--- src/rtl/ft2232h_sync_ctrl.sv ---
// FPGA-side master for the FT2232H synchronous 245 FIFO: RX into a small FWFT buffer, TX from a one-entry hold register.
// Optional SIWU# flush support is compiled in when FT_SIWU_EN is defined.
module ft2232h_sync_ctrl #(
  parameter int BURST_MAX = 64,
  parameter int RX_DEPTH  = 4
) (
  input  logic       clk_i,
  input  logic       reset_i,
  input  logic [7:0] data_i,
  output logic [7:0] data_o,
  output logic       data_oe_o,
  input  logic       rxf_i,
  input  logic       txe_i,
  output logic       oe_o,
  output logic       rd_o,
  output logic       wr_o,
  output logic [7:0] rx_data_o,
  output logic       rx_valid_o,
  input  logic       rx_ready_i,
  input  logic [7:0] tx_data_i,
  input  logic       tx_valid_i,
  output logic       tx_ready_o
`ifdef FT_SIWU_EN
  ,
  input  logic       flush_i,
  output logic       siwu_o
`endif
);

  localparam int AW = $clog2(RX_DEPTH);
  localparam logic [AW:0] DEPTH_W    = RX_DEPTH[AW:0];
  localparam logic [AW:0] MIN_FREE   = (AW+1)'(2);
  localparam logic [7:0]  BURST_LAST = 8'(BURST_MAX - 1);

  typedef enum logic [2:0] {IDLE, RX_OE, RX_READ, TX_WRITE, TURN} state_t;

  state_t        state_q, state_d;
  logic          oe_q, oe_d, rd_q, rd_d, wr_q, wr_d;
  logic          data_oe_q, data_oe_d;
  logic [7:0]    data_q, data_d;
  logic [7:0]    burst_q, burst_d;
  logic          served_rx_q, served_rx_d;
  logic [7:0]    hold_q, hold_d;
  logic          hold_full_q, hold_full_d;
  logic [AW-1:0] wptr_q, wptr_d, rptr_q, rptr_d;
  logic [AW:0]   count_q, count_d;
  logic [7:0]    mem [RX_DEPTH];

  logic capture, consume, tx_load, rx_pop, rx_ok, tx_ok, burst_last;
  logic [AW:0] rx_free, rx_free_after;

  always_comb begin
    capture       = ~rd_q & ~rxf_i;
    consume       = ~wr_q & ~txe_i;
    tx_ready_o    = ~hold_full_q | consume;
    tx_load       = tx_valid_i & tx_ready_o;
    hold_full_d   = (hold_full_q & ~consume) | tx_load;
    hold_d        = tx_load ? tx_data_i : hold_q;
    rx_valid_o    = (count_q != '0);
    rx_data_o     = mem[rptr_q];
    rx_pop        = rx_valid_o & rx_ready_i;
    count_d       = count_q + {{AW{1'b0}}, capture} - {{AW{1'b0}}, rx_pop};
    wptr_d        = capture ? wptr_q + AW'(1) : wptr_q;
    rptr_d        = rx_pop ? rptr_q + AW'(1) : rptr_q;
    rx_free       = DEPTH_W - count_q;
    rx_free_after = DEPTH_W - count_d;
    rx_ok         = ~rxf_i & (rx_free >= MIN_FREE);
    tx_ok         = ~txe_i & hold_full_q;
    burst_last    = (burst_q == BURST_LAST);
  end

  always_comb begin
    state_d     = state_q;
    oe_d        = oe_q;
    rd_d        = rd_q;
    wr_d        = wr_q;
    data_oe_d   = data_oe_q;
    data_d      = data_q;
    served_rx_d = served_rx_q;
    burst_d     = burst_q + {7'd0, capture | consume};
    case (state_q)
      IDLE: begin
        // Alternate when both sides are ready; served_rx_q starts low so RX wins first.
        if (rx_ok && (!tx_ok || !served_rx_q)) begin
          state_d     = RX_OE;
          oe_d        = 1'b0;
          rd_d        = 1'b1;
          served_rx_d = 1'b1;
        end else if (tx_ok) begin
          state_d     = TX_WRITE;
          data_oe_d   = 1'b1;
          wr_d        = 1'b0;
          data_d      = hold_q;
          served_rx_d = 1'b0;
        end
      end
      RX_OE: begin
        state_d = RX_READ;
        rd_d    = 1'b0;
      end
      RX_READ: begin
        if (rxf_i || (rx_free_after < MIN_FREE) || (burst_last && tx_ok)) begin
          state_d = TURN;
          rd_d    = 1'b1;
          oe_d    = 1'b1;
        end
      end
      TX_WRITE: begin
        // Keep strobing while a byte is held; an unaccepted byte stays in hold_q for later.
        if (hold_full_d && !txe_i && !(consume && burst_last && rx_ok)) begin
          wr_d   = 1'b0;
          data_d = hold_d;
        end else begin
          state_d   = TURN;
          wr_d      = 1'b1;
          data_oe_d = 1'b0;
        end
      end
      TURN: begin
        state_d   = IDLE;
        oe_d      = 1'b1;
        rd_d      = 1'b1;
        wr_d      = 1'b1;
        data_oe_d = 1'b0;
        burst_d   = 8'd0;
      end
      default: state_d = IDLE;
    endcase
  end

  always_ff @(posedge clk_i) begin
    if (reset_i) begin
      state_q     <= IDLE;
      oe_q        <= 1'b1;
      rd_q        <= 1'b1;
      wr_q        <= 1'b1;
      data_oe_q   <= 1'b0;
      data_q      <= 8'd0;
      burst_q     <= 8'd0;
      served_rx_q <= 1'b0;
      hold_q      <= 8'd0;
      hold_full_q <= 1'b0;
      wptr_q      <= '0;
      rptr_q      <= '0;
      count_q     <= '0;
    end else begin
      state_q     <= state_d;
      oe_q        <= oe_d;
      rd_q        <= rd_d;
      wr_q        <= wr_d;
      data_oe_q   <= data_oe_d;
      data_q      <= data_d;
      burst_q     <= burst_d;
      served_rx_q <= served_rx_d;
      hold_q      <= hold_d;
      hold_full_q <= hold_full_d;
      wptr_q      <= wptr_d;
      rptr_q      <= rptr_d;
      count_q     <= count_d;
    end
  end

  always_ff @(posedge clk_i) begin
    if (capture) mem[wptr_q] <= data_i;
  end

  assign oe_o      = oe_q;
  assign rd_o      = rd_q;
  assign wr_o      = wr_q;
  assign data_oe_o = data_oe_q;
  assign data_o    = data_q;

`ifdef FT_SIWU_EN
  logic flush_pend_q, flush_pend_d, siwu_q, siwu_d, siwu_fire;

  always_comb begin
    // siwu_q gating keeps the SIWU# pulse to a single cycle even with a back-to-back request.
    siwu_fire    = flush_pend_q & siwu_q & ~hold_full_q & ((state_q == IDLE) | (state_q == TURN));
    flush_pend_d = (flush_pend_q & ~siwu_fire) | flush_i;
    siwu_d       = ~siwu_fire;
  end

  always_ff @(posedge clk_i) begin
    if (reset_i) begin
      flush_pend_q <= 1'b0;
      siwu_q       <= 1'b1;
    end else begin
      flush_pend_q <= flush_pend_d;
      siwu_q       <= siwu_d;
    end
  end

  assign siwu_o = siwu_q;
`endif

endmodule

--- config.mk ---
export PLATFORM = sky130hd
export DESIGN_NAME = ft2232h_sync_ctrl
export DESIGN_NICKNAME = d
export VERILOG_FILES = /design/src/rtl/ft2232h_sync_ctrl.sv
export SDC_FILE = /design/constraint.sdc
export NUM_CORES = 1
export LEC_CHECK = 0
export ABC_AREA = 1
export CAP_MARGIN = 5
export CORE_MARGIN = 3
export CORE_UTILIZATION = 35
export CTS_CLUSTER_SIZE = 25
export DETAILED_ROUTE_END_ITERATION = 7
export SYNTH_ARGS = -nofsm -noshare
export SYNTH_HDL_FRONTEND = slang
export SYNTH_SLANG_ARGS = --single-unit
export TNS_END_PERCENT = 50
--- constraint.sdc ---
create_clock -name clk_i -period 4.55 [get_ports clk_i]
set_input_delay 0.455 -clock clk_i [delete_from_list [all_inputs] [get_ports clk_i]]
set_output_delay 0.455 -clock clk_i [all_outputs]
set_load 0.02 [all_outputs]
== Word level (Yosys, flattened, before mapping) ==
Memories as Yosys holds them, arrays and structs flattened. A register that Yosys moved wholly into a read port is not among the register bits.
Index checks and enable logic that the tools add are counted.

* Memory bits (writable): 32
* Memories: 1
* Flip-flop bits (word level): 40
* Logic and storage cells: 107
* Output and inout bits: 22
* Input bits: 22

{| class="wikitable"
|+ Memories
! name !! depth !! width !! read ports !! clocked after Yosys merged registers in !! write ports !! RTL line !! source
|-
| mem || 4 || 8 || 1 || 1 || 1 || 47 || <nowiki>logic [7:0] mem [RX_DEPTH];</nowiki>
|}

* Bitwise operators: 16
* Equality and inequality tests: 12
* Order comparisons: 2
* Muxes and demuxes: 28
* Add/sub/neg operators: 7
* Reductions and logical operators: 28

{| class="wikitable"
|+ Operator list
! kind !! number
|-
| $mux W8 || 4
|-
| $pmux W8 S2 || 1
|-
| $mux W1 || 12
|-
| $mux W3 || 4
|-
| $ne A2 B2 Y1 const B || 6
|-
| $pmux W3 S4 || 1
|-
| $reduce_and A3 Y1 || 4
|-
| $pmux W1 S3 || 3
|-
| $reduce_bool A3 Y1 || 3
|-
| $add A8 B1 Y8 || 1
|-
| $eq A8 B6 Y1 const B || 1
|-
| $reduce_and A4 Y1 || 2
|-
| $and A1 B1 Y1 || 7
|-
| $eq A3 B2 Y1 const B || 2
|-
| $logic_and A1 B1 Y1 || 6
|-
| $not A1 Y1 || 6
|-
| $sub A3 B3 Y3 const A || 2
|-
| $add A2 B1 Y2 const B || 2
|-
| $logic_not A1 Y1 || 4
|-
| $mux W2 || 2
|-
| $pmux W1 S4 || 1
|-
| $reduce_bool A2 Y1 || 2
|-
| $reduce_bool A4 Y1 || 1
|-
| $add A3 B1 Y3 || 1
|-
| 11 further kinds || 15
|}

== Depth between registers and ports, before layout ==
* Depth in word-level cells: 10
* Mapped depth: 20
* Mapped depth without buffers: 20

== Worst setup path after synthesis ==
OpenSTA, ideal clock, no wires.

* Path kind: reg2reg
* From: reg count_q[1]
* To: reg oe_q (netlist: oe_o)
* Period minus slack after synthesis: 2.723 ns
* Required time: 4.426 ns
* Setup slack: 1.827 ns
* Library setup time: 0.124 ns
* Buffers on the path: 0
* Stages on the path, launching flop included: 19
* Arrival time: 2.599 ns
* Cell sequence: dfxtp_1 inv_1 ha_1 ha_1 inv_1 nand2_1 inv_1 ha_1 inv_1 ha_1 fa_1 inv_1 ha_1 inv_1 nand3_1 nand2_1 nand2_1 nand2_1 nand3_1

* Longest elaborated chain between the ends: 9
* Elaborated cells on any way between the ends: 15
* Classes of those cells: 4 x add/sub; 2 x order compare; 2 x eq/ne; 2 x bitwise; 5 x reduce/logical

{| class="wikitable"
|+ Ends and longest elaborated chain
! element !! RTL line !! source
|-
| start, declared || 46 || <nowiki>logic [AW:0] count_q, count_d;</nowiki>
|-
| start signal, assigned || 159 || <nowiki>count_q <= count_d;</nowiki>
|-
| $reduce_bool A3 Y1 || 59 || <nowiki>rx_valid_o = (count_q != '0);</nowiki>
|-
| named net rx_valid_o || 18 || <nowiki>output logic rx_valid_o,</nowiki>
|-
| $and A1 B1 Y1 || 61 || <nowiki>rx_pop = rx_valid_o & rx_ready_i;</nowiki>
|-
| named net rx_pop || 49 || <nowiki>logic capture, consume, tx_load, rx_pop, rx_ok, tx_ok, burst_last;</nowiki>
|-
| $sub A3 B1 Y3 || 62 || <nowiki>count_d = count_q + {{AW{1'b0}}, capture} - {{AW{1'b0}}, rx_pop};</nowiki>
|-
| named net count_d[1] || 46 ||
|-
| $sub A3 B3 Y3 || 66 || <nowiki>rx_free_after = DEPTH_W - count_d;</nowiki>
|-
| $lt A3 B2 Y1 || 102 || <nowiki>if (rxf_i || (rx_free_after < MIN_FREE) || (burst_last && tx_ok)) begin</nowiki>
|-
| $logic_or A1 B1 Y1 (2 in series) || 102 ||
|-
| $ne A2 B2 Y1 (no source line) || - ||
|-
| $reduce_and A3 Y1 (no source line) || - ||
|-
| end signal, assigned || 134 || <nowiki>oe_q <= 1'b1;</nowiki>
|-
| end signal, assigned || 148 || <nowiki>oe_q <= oe_d;</nowiki>
|-
| end, declared || 38 || <nowiki>logic oe_q, oe_d, rd_q, rd_d, wr_q, wr_d;</nowiki>
|}

The timed path passes the listed nets, and every way through them passes these cells.
A chain may end at the register's enable or synchronous reset.

== Worst setup path in the final report ==
* From: in rxf_i
* To: reg rd_q (netlist: rd_o)

* Longest elaborated chain between the ends: 10
* Elaborated cells on any way between the ends: 13
* Classes of those cells: 3 x add/sub; 1 x order compare; 2 x eq/ne; 3 x bitwise; 4 x reduce/logical

{| class="wikitable"
|+ Ends and longest elaborated chain
! element !! RTL line !! source
|-
| start, declared || 12 || <nowiki>input logic rxf_i,</nowiki>
|-
| $not A1 Y1 || 53 || <nowiki>capture = ~rd_q & ~rxf_i;</nowiki>
|-
| $and A1 B1 Y1 || 53 ||
|-
| $add A3 B1 Y3 || 62 ||
|-
| $sub A3 B1 Y3 || 62 ||
|-
| named net count_d[1] || 46 ||
|-
| $sub A3 B3 Y3 || 66 ||
|-
| $lt A3 B2 Y1 || 102 ||
|-
| $logic_or A1 B1 Y1 (2 in series) || 102 ||
|-
| $ne A2 B2 Y1 (no source line) || - ||
|-
| $reduce_and A3 Y1 (no source line) || - ||
|-
| end signal, assigned || 149 || <nowiki>rd_q <= rd_d;</nowiki>
|-
| end, declared || 38 ||
|}

The timed path passes the listed nets, and every way through them passes these cells.

==> impl_metrics.json <==
{
  "status": "completed",
  "routed_via_density": 4.44,
  "synth_area_leaders": "edfxtp_1 28%, dfxtp_1 25%, nor2_1 7.9%",
  "worstHoldPathType": "reg -> reg",
  "start_util": 0.363,
  "synth.cell_area_sq_um": 3370,
  "leakage_uw": 0.00170,
  "avgSynthCellArea_sq_um": 8.60,
  "globalRouteTotalUtil": 0.123,
  "fillCellCount": 929,
  "wl_per_cell_um": 11.1,
  "die_h_um": 104,
  "ys_seq_elements": 74,
  "cp.arrival_ps": 3060,
  "finalClockSkew_ps": 14.3,
  "postSynth.asyncResetShare": 0,
  "cts.repair.resized": 0,
  "yosysUniqueCellTypes": 33,
  "cp.required_ps": 4740,
  "drv_slew": 0,
  "antenna_cells": 0,
  "synth_top_area_cell": "edfxtp_1",
  "detailroute.via_count": 2551,
  "yosys_warnings": 0,
  "dieArea_sq_um": 10800,
  "worst_pin_slew_ps": 831,
  "r2r-end": "rd_o",
  "r2r-start": "count_q[1]",
  "reg2reg_depth": 19,
  "cts_setup_buffers": 0,
  "clk_pin_slew_ps": 70,
  "dpl.hpwl_mm": 4.55,
  "grt_pass1_wl_mm": 11.0,
  "fin_crit_ps": 2880,
  "numPortBuffers": 43,
  "die_w_um": 104,
  "clockBufferDepth": 2,
  "drive_gt1_frac": 0.0899,
  "dr.pass1.iters": 4,
  "critical_path_class": "in -> reg",
  "synth_seq_area_share": 0.534,
  "coreArea_sq_um": 9280,
  "drc": 0,
  "antenna_found_initial": 0,
  "htree_levels": 3,
  "worstPathMaxFanout": 10,
  "cts_tree": "yes",
  "std_cell_rows": 35,
  "cp-endpoint": "rd_o",
  "grt_start_max_net_pins": 21,
  "finalSetupViolCount": 0,
  "overflow": 0,
  "cp-end-kind": "flop",
  "first_global_vias": 2456,
  "io_pins": 44,
  "place_congestion": 0.791,
  "tns_ps": 0,
  "fin_crit_sh": 0.632,
  "root_buffer": "clkbuf_8",
  "syn2layout_area_growth_pct": 22.6,
  "worstSetupStartpointType": "primary input",
  "ant_nets": 0,
  "cts_sinks": 74,
  "fmax_mhz": 348,
  "yosys.area.top_type_share": 0.285,
  "hold_viol": 0,
  "hold_depth": 2,
  "peakVddDrop_uv": 251,
  "startpoint": "rxf_i",
  "numCtsBuffers": 9,
  "layout.nets": 475,
  "synthCells": 392,
  "clk_latency_ps": 340,
  "syn-num-nets": 427,
  "drtIter0Drc": 75,
  "wl_mm": 6.36,
  "synthFlopType": "dfxtp_1",
  "fin_util": 0.445,
  "synth_edf_count": 32,
  "timing.slew.headroom": 0.444,
  "postCtsHoldBufs": 0,
  "p_per_area_nw_per_um2": 531,
  "max_cap_violations": 0,
  "rrSetupSlack_ps": 1700,
  "rsz0062_at_grt": "no"
}
-- layer usage --
metal  GRT usage  share of wire
met1       0.151           0.46
met2       0.214           0.49
met3      0.0410          0.042
met4      0.0199         0.0069
met5           0              0
-- layout make-up --
type                    count  area [sq um]  share of cell area
clock buffers              12           135              0.0327
well taps                 129           161              0.0390
repair buffers             44           438               0.106
multi-input cells         249          1290               0.312
flip-flops and latches     74          1800               0.436
inverters                  62           233              0.0563
clock inverters             4          76.3              0.0185
-- registers in the layout, indices dropped and copies added (netlist names), named ones only --
register,count
rd_o,1
rptr_q,2
hold_q,8
mem,32
wr_o,1
hold_full_q,1
data_oe_o,1
count_q,3
state_q,3
served_rx_q,1
burst_q,8
oe_o,1
data_o,8
wptr_q,2
-- per-stage QoR --
| stage | area, sq um | power, uW | hold WS (ps) | cells | worst slack, ps |
|---|---|---|---|---|---|
| after detailed placement | 3920 | 1670 | 470 | 558 | 1310 |
| after CTS | 4140 | 2230 | 485 | 574 | 1640 |
| final | 4140 | 2200 | 482 | 574 | 1670 |
| after floorplan | 3370 | 1420 | 459 | 392 | 1830 |
| after global routing | 4140 | 2380 | 505 | 574 | 1400 |
| after global placement | 3920 | 1660 | 468 | 558 | 1360 |
-- placed cells by master, fill, tap and decap left out, types with 9 or more instances in the layout --
cell             Yosys  layout
nand2_1             62      62
nor2_2               9       9
inv_1               57      57
clkdlybuf4s50_1      0      43
o21ai_0             28      28
dfxtp_1             42      42
nand3_1             14      14
a21oi_1             12      12
nor2_1              71      71
ha_1                12      12
edfxtp_1            32      32
clkbuf_8             0       9
-- power breakdown --
part           internal [uW]  total (uW)  switching, uW
clock network            311         541            230
registers                780         846           66.1
logic                    328         808            479
-- how the worst min path moves through the flow --
stage                      from  slack (ps)     endpoint
CTS                   data_oe_o         480    data_oe_o
global route          data_oe_o         510    data_oe_o
floorplan           served_rx_q         460  served_rx_q
finish                data_oe_o         480    data_oe_o
detailed placement    data_oe_o         470    data_oe_o
global placement      data_oe_o         470    data_oe_o
-- logic make-up after synthesis --
family | synth area share
AOI/OAI and AO/OA | 0.101
DFF | 0.534
xor gates and xnor gates | 0.0104
buffers and inverters | 0.0831
and+or+nand+nor | 0.221
adders and majority gates | 0.0505
-- cell usage after synthesis (all sizes together) (3+ instances only) --
library cell	n
nand2	66
nand4	4
nor2	81
ha	12
dfxtp	42
buf	4
inv	60
nand3	16
o21ai	39
edfxtp	32
a21oi	13
clkbuf	3
o22ai	8
-- critical path, cell delays in order --
cell and delay, ps:
clkdlybuf4s50_1 440, nor2_1 120, clkinv_1 220, ha_1 350
inv_1 40, ha_1 180, fa_1 490, inv_1 60
ha_1 260, inv_1 50, nand3_1 70, nand2_1 130
nand2_1 70, nand2_1 60, nand3_1 70
(Power assumes the default switching activity.)
